**config.mk**
```make
export PLATFORM = sky130hd
export DESIGN_NAME = dial_encoder_tx
export DESIGN_NICKNAME = d
export VERILOG_FILES = /design/src/rtl/dial_encoder_tx.sv
export SDC_FILE = /design/constraint.sdc
export NUM_CORES = 1
export LEC_CHECK = 0
export ABC_AREA = 0
export BUFFER_PORTS_ARGS = -buffer_cell sky130_fd_sc_hd__buf_2
export CORE_AREA = 2 2 42 73
export CTS_BUF_LIST = sky130_fd_sc_hd__clkbuf_8
export DETAILED_ROUTE_END_ITERATION = 8
export DIE_AREA = 0 0 44 75
export MAX_ROUTING_LAYER = met4
export PLACE_DENSITY = 0.7
export SLEW_MARGIN = 10
export SYNTH_ARGS = -nofsm -noshare
export SYNTH_HDL_FRONTEND = slang
export SYNTH_SLANG_ARGS = --single-unit
```
**constraint.sdc**
```tcl
create_clock -name clock -period 6.55 [get_ports clock]
set_clock_uncertainty 0.2 [all_clocks]
set_input_delay 0.655 -clock clock [delete_from_list [all_inputs] [get_ports clock]]
set_output_delay 0.655 -clock clock [all_outputs]
set_load 0.02 [all_outputs]
```
**src/rtl/dial_encoder_tx.sv**
```systemverilog
// dial_encoder_tx: rotary-dial emulator driving an 8-bit Gray-coded absolute
// encoder bus. The cw/ccw button holds become single steps, and a held button
// auto-repeats after a delay. The dial angle is kept in binary (position) and
// is also driven as a registered Gray code (re_out).
//
// Optional build macro: INPUT_SYNC_EN
//   When defined, cw/ccw pass through a 2-flop synchroniser (reset to 0),
//   which adds 2 cycles to all latencies.
//   When undefined, cw/ccw must already be synchronous to clock.
//
// state   | meaning
// IDLE    | no button held; a single request steps at once and enters HOLD
// HOLD    | button held, counting towards the first auto-repeat step
// REPEAT  | button held, stepping once every REPEAT_PERIOD cycles
module dial_encoder_tx #(
    parameter logic [7:0] STEP          = 8'd8,
    parameter logic [7:0] INIT_POS      = 8'd0,
    parameter int         REPEAT_DELAY  = 50,
    parameter int         REPEAT_PERIOD = 10
) (
    input  logic       clock,
    input  logic       n_reset,
    input  logic       cw,
    input  logic       ccw,
    output logic [7:0] re_out,
    output logic [7:0] position,
    output logic       step_pulse,
    output logic       dir
);

    localparam int MAX_CNT = (REPEAT_DELAY > REPEAT_PERIOD) ? REPEAT_DELAY : REPEAT_PERIOD;
    localparam int CNT_W   = $clog2(MAX_CNT + 1);

    localparam logic [CNT_W-1:0] DELAY_TC  = CNT_W'(REPEAT_DELAY - 1);
    localparam logic [CNT_W-1:0] PERIOD_TC = CNT_W'(REPEAT_PERIOD - 1);

    localparam logic [1:0] IDLE   = 2'd0;
    localparam logic [1:0] HOLD   = 2'd1;
    localparam logic [1:0] REPEAT = 2'd2;

    logic             cw_s;
    logic             ccw_s;
    logic [1:0]       state;
    logic [1:0]       state_nxt;
    logic [CNT_W-1:0] cnt;
    logic [CNT_W-1:0] cnt_nxt;
    logic             do_step;
    logic             step_cw;
    logic             single_cw;
    logic             single_ccw;
    logic             held_ok;
    logic [7:0]       pos_nxt;

`ifdef INPUT_SYNC_EN
    logic [1:0] cw_sync;
    logic [1:0] ccw_sync;

    // Two-flop synchroniser for asynchronous board keys.
    always_ff @(posedge clock) begin
        if (!n_reset) begin
            cw_sync  <= 2'b00;
            ccw_sync <= 2'b00;
        end else begin
            cw_sync  <= {cw_sync[0], cw};
            ccw_sync <= {ccw_sync[0], ccw};
        end
    end

    assign cw_s  = cw_sync[1];
    assign ccw_s = ccw_sync[1];
`else
    assign cw_s  = cw;
    assign ccw_s = ccw;
`endif

    // Both buttons high counts as no request at all.
    assign single_cw  = cw_s & ~ccw_s;
    assign single_ccw = ccw_s & ~cw_s;
    // dir holds the button latched on entry to HOLD.
    assign held_ok    = dir ? single_cw : single_ccw;

    // Next-state, repeat counter and step decision.
    always_comb begin
        state_nxt = state;
        cnt_nxt   = cnt;
        do_step   = 1'b0;
        step_cw   = dir;
        case (state)
            IDLE: begin
                cnt_nxt = '0;
                if (single_cw || single_ccw) begin
                    do_step   = 1'b1;
                    step_cw   = single_cw;
                    state_nxt = HOLD;
                end
            end
            HOLD: begin
                if (!held_ok) begin
                    cnt_nxt   = '0;
                    state_nxt = IDLE;
                end else if (cnt == DELAY_TC) begin
                    do_step   = 1'b1;
                    cnt_nxt   = '0;
                    state_nxt = REPEAT;
                end else begin
                    cnt_nxt = cnt + CNT_W'(1);
                end
            end
            REPEAT: begin
                if (!held_ok) begin
                    cnt_nxt   = '0;
                    state_nxt = IDLE;
                end else if (cnt == PERIOD_TC) begin
                    do_step = 1'b1;
                    cnt_nxt = '0;
                end else begin
                    cnt_nxt = cnt + CNT_W'(1);
                end
            end
            default: begin
                cnt_nxt   = '0;
                state_nxt = IDLE;
            end
        endcase
    end

    assign pos_nxt = step_cw ? (position + STEP) : (position - STEP);

    // FSM state and counter registers.
    always_ff @(posedge clock) begin
        if (!n_reset) begin
            state <= IDLE;
            cnt   <= '0;
        end else begin
            state <= state_nxt;
            cnt   <= cnt_nxt;
        end
    end

    // Angle, Gray bus, direction and pulse all update on the same step edge.
    always_ff @(posedge clock) begin
        if (!n_reset) begin
            position   <= INIT_POS;
            re_out     <= INIT_POS ^ (INIT_POS >> 1);
            step_pulse <= 1'b0;
            dir        <= 1'b0;
        end else begin
            step_pulse <= do_step;
            if (do_step) begin
                position <= pos_nxt;
                re_out   <= pos_nxt ^ (pos_nxt >> 1);
                dir      <= step_cw;
            end
        end
    end

endmodule

```
==> impl_results.md, run 1 <==
- Pleak: 0.000621 uW
- RSZ-0062 raised after global routing: false
- DIE WIDTH: 44 um
- Worst reg2reg path depth: 11
- Vias post-DR: 1007
- Warnings from Yosys: 0
- Power Dens Cells: 336 nW/um^2
- Area grow syn2layout: 7.50%
- Io pins: 22
- Post-route minimum period: 3.32 ns
- Fin nets: approximately 170
- Post-synthesis async set-or-reset flop share: 0%
- Netlist Area Pre-Place: 1320 um^2
- Drt first pass iters: 4
- MaxCap Viol Count: 0
- Worst Tran Pin Value: 1.02 ns
- Num CTS Buffers: 3
- Gates resized, CTS repair: 0
- Max VDD drop: 0.158 mV
- Post-DR wirelength/cell: between 10 and 15 um
- Crit-path max FO: 5
- Sequential-to-total area share from yosys stat: 28.8%
- DR DRC count: 0
- Worst-skew pair later-pin latency: 0.26 ns
- Max clock buf depth: 2
- Die Span Y: about 75 um
- Initial DRC count: 14
- Normalized max-slew margin: approximately a third
- Yosys top cell area share: just under 30%
- CP required: 6.53 ns
- Min Hold Slack: approximately 0.26 ns
- Final HPWL DP: 1.89 mm
- Layout Utilization: 52.7%
- Initial antenna violation count: 0
- Main area contributors after synthesis: dfxtp_1 29%, ha_1 10%, mux2i_1 4.6%
- Synth unique cells: 44
- Vias in the first global route: 946
- Total track usage: 17.2%
- First-pass GRT wire length: 4.11 mm
- Die area: ~3300 um^2
- CTS tree: done
- Setup slack, reg-to-reg: around 3.5 ns
- Setup crit end kind: flip-flop
- CP Launch Type: input pin
- EDFF count, synth: 0
- Synth Area per Inst: 9.09 um^2
- Routability congestion estimate: approximately 0.86
- Worst Setup SP: cw
- Hold_buf cts: 0
- Synth area leader: dfxtp_1
- I/O Buffers: 16
- Fraction of layout cells with a size suffix above 1: 17.1%
- Critical path class: in2reg
- Final setup vio count: 0
- F_max: 301 MHz
- Core area: 2690 um^2
- Fin Setup TNS: 0 ns
- Arrival @ worst endpoint: 3.30 ns
- Outcome: finished clean
- Setup crit end: re_out[6]$_SDFFE_PN0P_
- Final worst-path cycle share: 50.7%
- Worst-path clk slew: ~0.070 ns
- Initial cell density of the core: 49.0%
- Diode count: 0
- Fillers: about 250
- Seq cells post-synth: 19
- Max-slew violations: 0
- Vias per cell: 5.44
- H-tree depth: 1
- Congestion Overflow GR: 0
- Main synth FF type: dfxtp_1
- Worst Hold Class: reg2reg
- Post-CTS setup buffer count: 0
- RR Endpoint: re_out[6]$_SDFFE_PN0P_
- Post-DRT Antenna Nets: 0
- Final WL: between 2 and 2.5 mm
- Largest net degree at the start of global routing: 15
- Critical R2R Launch: state[0]$_SDFFE_PN0P_
- Final Hold Fails: 0
- Sink Count: 19
- Synthesized netlist cell count: 145
- Clock Root Buffer: clkbuf_8
- Row Count: 25
[area by class of cell]
type	instances	area, um^2	area share [%]
inverter	9	33.8	2.38
multi-input combinational	110	843	59.5
tap	27	33.8	2.38
timing repair buffer	16	80.1	5.65
clock inverter	1	5.00	0.353
sequential	19	380	26.8
clock buffer	3	41.3	2.91
[how the worst min path moves through the flow]
| stage | cells past startpoint | start | slack (ns) | to |
|---|---|---|---|---|
| final | 1 | cnt[0]$_SDFF_PN0_ | 0.26 | cnt[0]$_SDFF_PN0_ |
| after global routing | 1 | cnt[0]$_SDFF_PN0_ | 0.29 | cnt[0]$_SDFF_PN0_ |
| after CTS | 1 | cnt[0]$_SDFF_PN0_ | 0.27 | cnt[0]$_SDFF_PN0_ |
| after detailed placement | 1 | cnt[0]$_SDFF_PN0_ | 0.25 | cnt[0]$_SDFF_PN0_ |
| after global placement | 1 | cnt[0]$_SDFF_PN0_ | 0.24 | cnt[0]$_SDFF_PN0_ |
| after floorplan | 1 | cnt[0]$_SDFF_PN0_ | 0.23 | cnt[0]$_SDFF_PN0_ |
[worst max-delay path: stages]
cell and delay (ns):
buf_2 0.10, inv_1 0.04, ha_1 0.32, and2b_4 0.30, mux2i_4 0.31, xor2_1 0.11, ha_1 0.20, a311oi_2 0.29
o32ai_1 0.16, or3_1 0.35, a211o_1 0.27, a31oi_1 0.18
[placed cells by master (no fill, tap or decap), types with 7 or more instances in the layout]
cell type,n
dfxtp_1,19
buf_2,16
ha_1,11
inv_1,9
nor2_1,9
nand2_1,7
[flip-flops by register name, indices dropped and copies added (netlist names)]
| name | count |
|---|---|
| cnt | 6 |
| dir | 1 |
| position | 4 |
| re_out | 5 |
| state | 2 |
| step_pulse | 1 |
[synth_stat cells, drive strengths merged (2+ instances only)]
master / number
ha: 11
a41oi: 2
dfxtp: 19
and2: 4
mux2i: 7
nor4bb: 4
a31oi: 2
o21ai: 7
nand3b: 2
a21oi: 2
nor2: 9
buf: 9
nor3: 4
a21boi: 2
a21o: 2
nand2: 7
nor2b: 6
clkbuf: 2
xor2: 6
or3: 2
inv: 9
nand3: 6
xnor2: 5
[power by group]
part | total [uW] | switching (uW) | internal [uW] | leakage [uW]
logic | 227 | 121 | 106 | 0.000440
clock network | 83.1 | 40.8 | 42.3 | 0.0000255
registers | 166 | 28.8 | 137 | 0.000155
total | 476 | 191 | 286 | 0.000621
[per-layer routing]
layer / global-route usage (%) / up-vias / wire length (um)
met2: 31.4 / 12 / 1390
met3: 2.88 / 2 / 54
met4: 7.74 / 0 / 23
met5: - / - / 0
li1: - / 520 / -
met1: 17.3 / 473 / 984
[metrics by stage]
stage                     area, um^2  total power, uW  std cells  worst slack [ns]
final                           1420              476        185              3.23
after global routing            1420              515        185              3.05
after CTS                       1420              482        185              3.22
after detailed placement        1370              398        181              2.97
after global placement          1370              392        181              3.12
after floorplan                 1330              357        149              3.32
[kinds of logic after synthesis]
| group | share of synthesized area, % |
|---|---|
| adders and majority gates | 10.4 |
| buffers and inverters | 8.35 |
| AOI/OAI and AO/OA | 13.5 |
| other | 0.284 |
| xor gates and xnor gates | 9.11 |
| and+or+nand+nor | 22.4 |
| muxes | 7.12 |
| DFF | 28.8 |
Note: power is estimated with default switching activity, not from simulation.
==> run 2, diff against run 1 <==
PLACE_DENSITY = 0.73   (was 0.7)
clock period = 3 ns   (was 6.55 ns; I/O delays follow)
==> run 2 against run 1 <==
Die area unchanged. Via count increased by 9.0%. Count of clock-buffer cells in the layout unchanged. Sequential cell count unchanged. Final cell count increased by 2.7%. Critical path type is now reg2reg. Largest cell class unchanged. Highest routed layer unchanged.
==> impl_results.md, run 2 (synthesis gave the netlist of run 1 again) <==
- Outcome: finished clean
- Vias post-DR: 1098
- Drt first pass iters: 4
- Setup crit end kind: flip-flop
- Core area: 2690 um^2
- Max reg flops: 6
- Die Span Y: 75 um
- Crit-path max FO: 4
- Fillers: 261
- Routability congestion estimate: 0.893
- Critical path class: reg2reg
- Num CTS Buffers: 3
- Worst-path clk slew: approximately 0.08 ns
- CP Launch Type: flip-flop
- Power Dens Cells: 747 nW/um^2
- Worst-skew pair later-pin latency: 0.27 ns
- Final setup vio count: 0
- Placed Area: 1400 um^2
- Final WL: roughly 2.7 mm
- Hold_buf cts: 0
- Initial antenna violation count: 0
- Initial cell density of the core: 49.0%
- Max clock buf depth: 2
- CTS tree: done
- Area grow syn2layout: 12.4%
- Max VDD drop: 0.391 mV
- Final HPWL DP: 2.09 mm
- Area of the multi-input gates: 868 um^2
- Sink Count: 19
- Commonest non-fill, non-tap cells in the layout: 17 x dfxtp_1, 16 x buf_2, 10 x ha_1
- Vias per cell: 5.78
- Vias in the first global route: roughly 1000
- Most flops, register: cnt
- Initial DRC count: 34
- Biggest regs: cnt: 6 flops, re_out: 5 flops, position: 4 flops
- Post-DR wirelength/cell: 14.5 um
- Die area: 3300 um^2
- H-tree depth: 1
- First-pass GRT wire length: ~4.5 mm
- DR DRC count: 0
- CP required: ~3.0 ns
- Fin nets: 179
- Io pins: 22
- Post-DRT Antenna Nets: 0
- Seq. cell area: 383 um^2
- Worst Hold Class: in2reg
- MaxCap Viol Count: 0
- Pleak: 0.000647 uW
- Post-route minimum period: 2.86 ns
- Final Cell Area: roughly 1500 um^2
- I/O Buffers: 16
- Row Count: 25
- F_max: ~350 MHz
- Congestion Overflow GR: 0
- Diode count: 0
- Total track usage: 18.8%
- Arrival @ worst endpoint: 2.86 ns
- Largest net degree at the start of global routing: 15
- Fraction of layout cells with a size suffix above 1: 23.9%
- Clock Root Buffer: clkbuf_8
- Commonest non-fill, non-tap cell in the layout: dfxtp_1
- Max-slew violations: 0
- Final Hold Fails: 0
- Final worst-path cycle share: 95.4%
- Pwr Total: 1110 uW
- DIE WIDTH: 44 um
-- run 2: metal layers --
metal	up-vias	part of all wire (%)	GRT usage, %
met5	-	0	-
met4	0	3.0	12.1
met3	13	3.2	2.64
met2	30	58	34.8
met1	524	36	17.3
li1	531	-	-
-- run 2: where the power goes --
part           internal [uW]  switching [uW]
Combinational            272             281
Sequential               300            67.7
Clock                   92.7            94.6
Total                    665             443
-- run 2: path summary, 6_finish.rpt --
path                              start                     end  slack, ns  cells past startpoint
setup / recovery  state[1]$_SDFFE_PN0P_  re_out[6]$_SDFFE_PN0P_       0.14                     11
hold / removal                  n_reset  re_out[6]$_SDFFE_PN0P_       0.20                      3
setup reg to reg  state[1]$_SDFFE_PN0P_  re_out[6]$_SDFFE_PN0P_       0.14                     11
hold reg to reg       cnt[0]$_SDFF_PN0_       cnt[0]$_SDFF_PN0_       0.28                      1
-- run 2: worst max-delay path, stage by stage, from the launching register on --
cell and delay, ns:
dfxtp_2 0.37, inv_2 0.07, ha_4 0.17, and2b_4 0.19, mux2i_4 0.19, xor2_1 0.15
ha_1 0.20, a311oi_2 0.35, o32ai_2 0.14, or3_4 0.35, a211o_1 0.27, a31oi_1 0.15
-- run 2: metrics by stage --
stage	worst slack, ns	TNS [ns]	hold WS, ns	utilization, %	instances
floorplan	0.124	0	0.230	-	149
global placement	0.0685	0	0.246	52.1	185
detailed placement	-0.0383	-0.0383	0.268	52.1	185
CTS	0.0244	0	0.201	53.8	189
global route	-0.00605	-0.00605	0.216	55.1	190
finish	0.138	0	0.198	55.1	190
-- run 2: final cells by class --
class	count	share of cell area, %
Timing Repair Buffer	21	7.93
Tap cell	27	2.28
Clock buffer	3	2.78
Clock inverter	1	0.338
Inverter	9	2.28
Multi-Input combinational cell	110	58.6
Sequential cell	19	25.8
-- run 2: timing repair --
action / CTS / global route
resized for setup: 0 / 9
endpoints found under the setup margin: 0 / 3
buffers inserted: 0 / 1
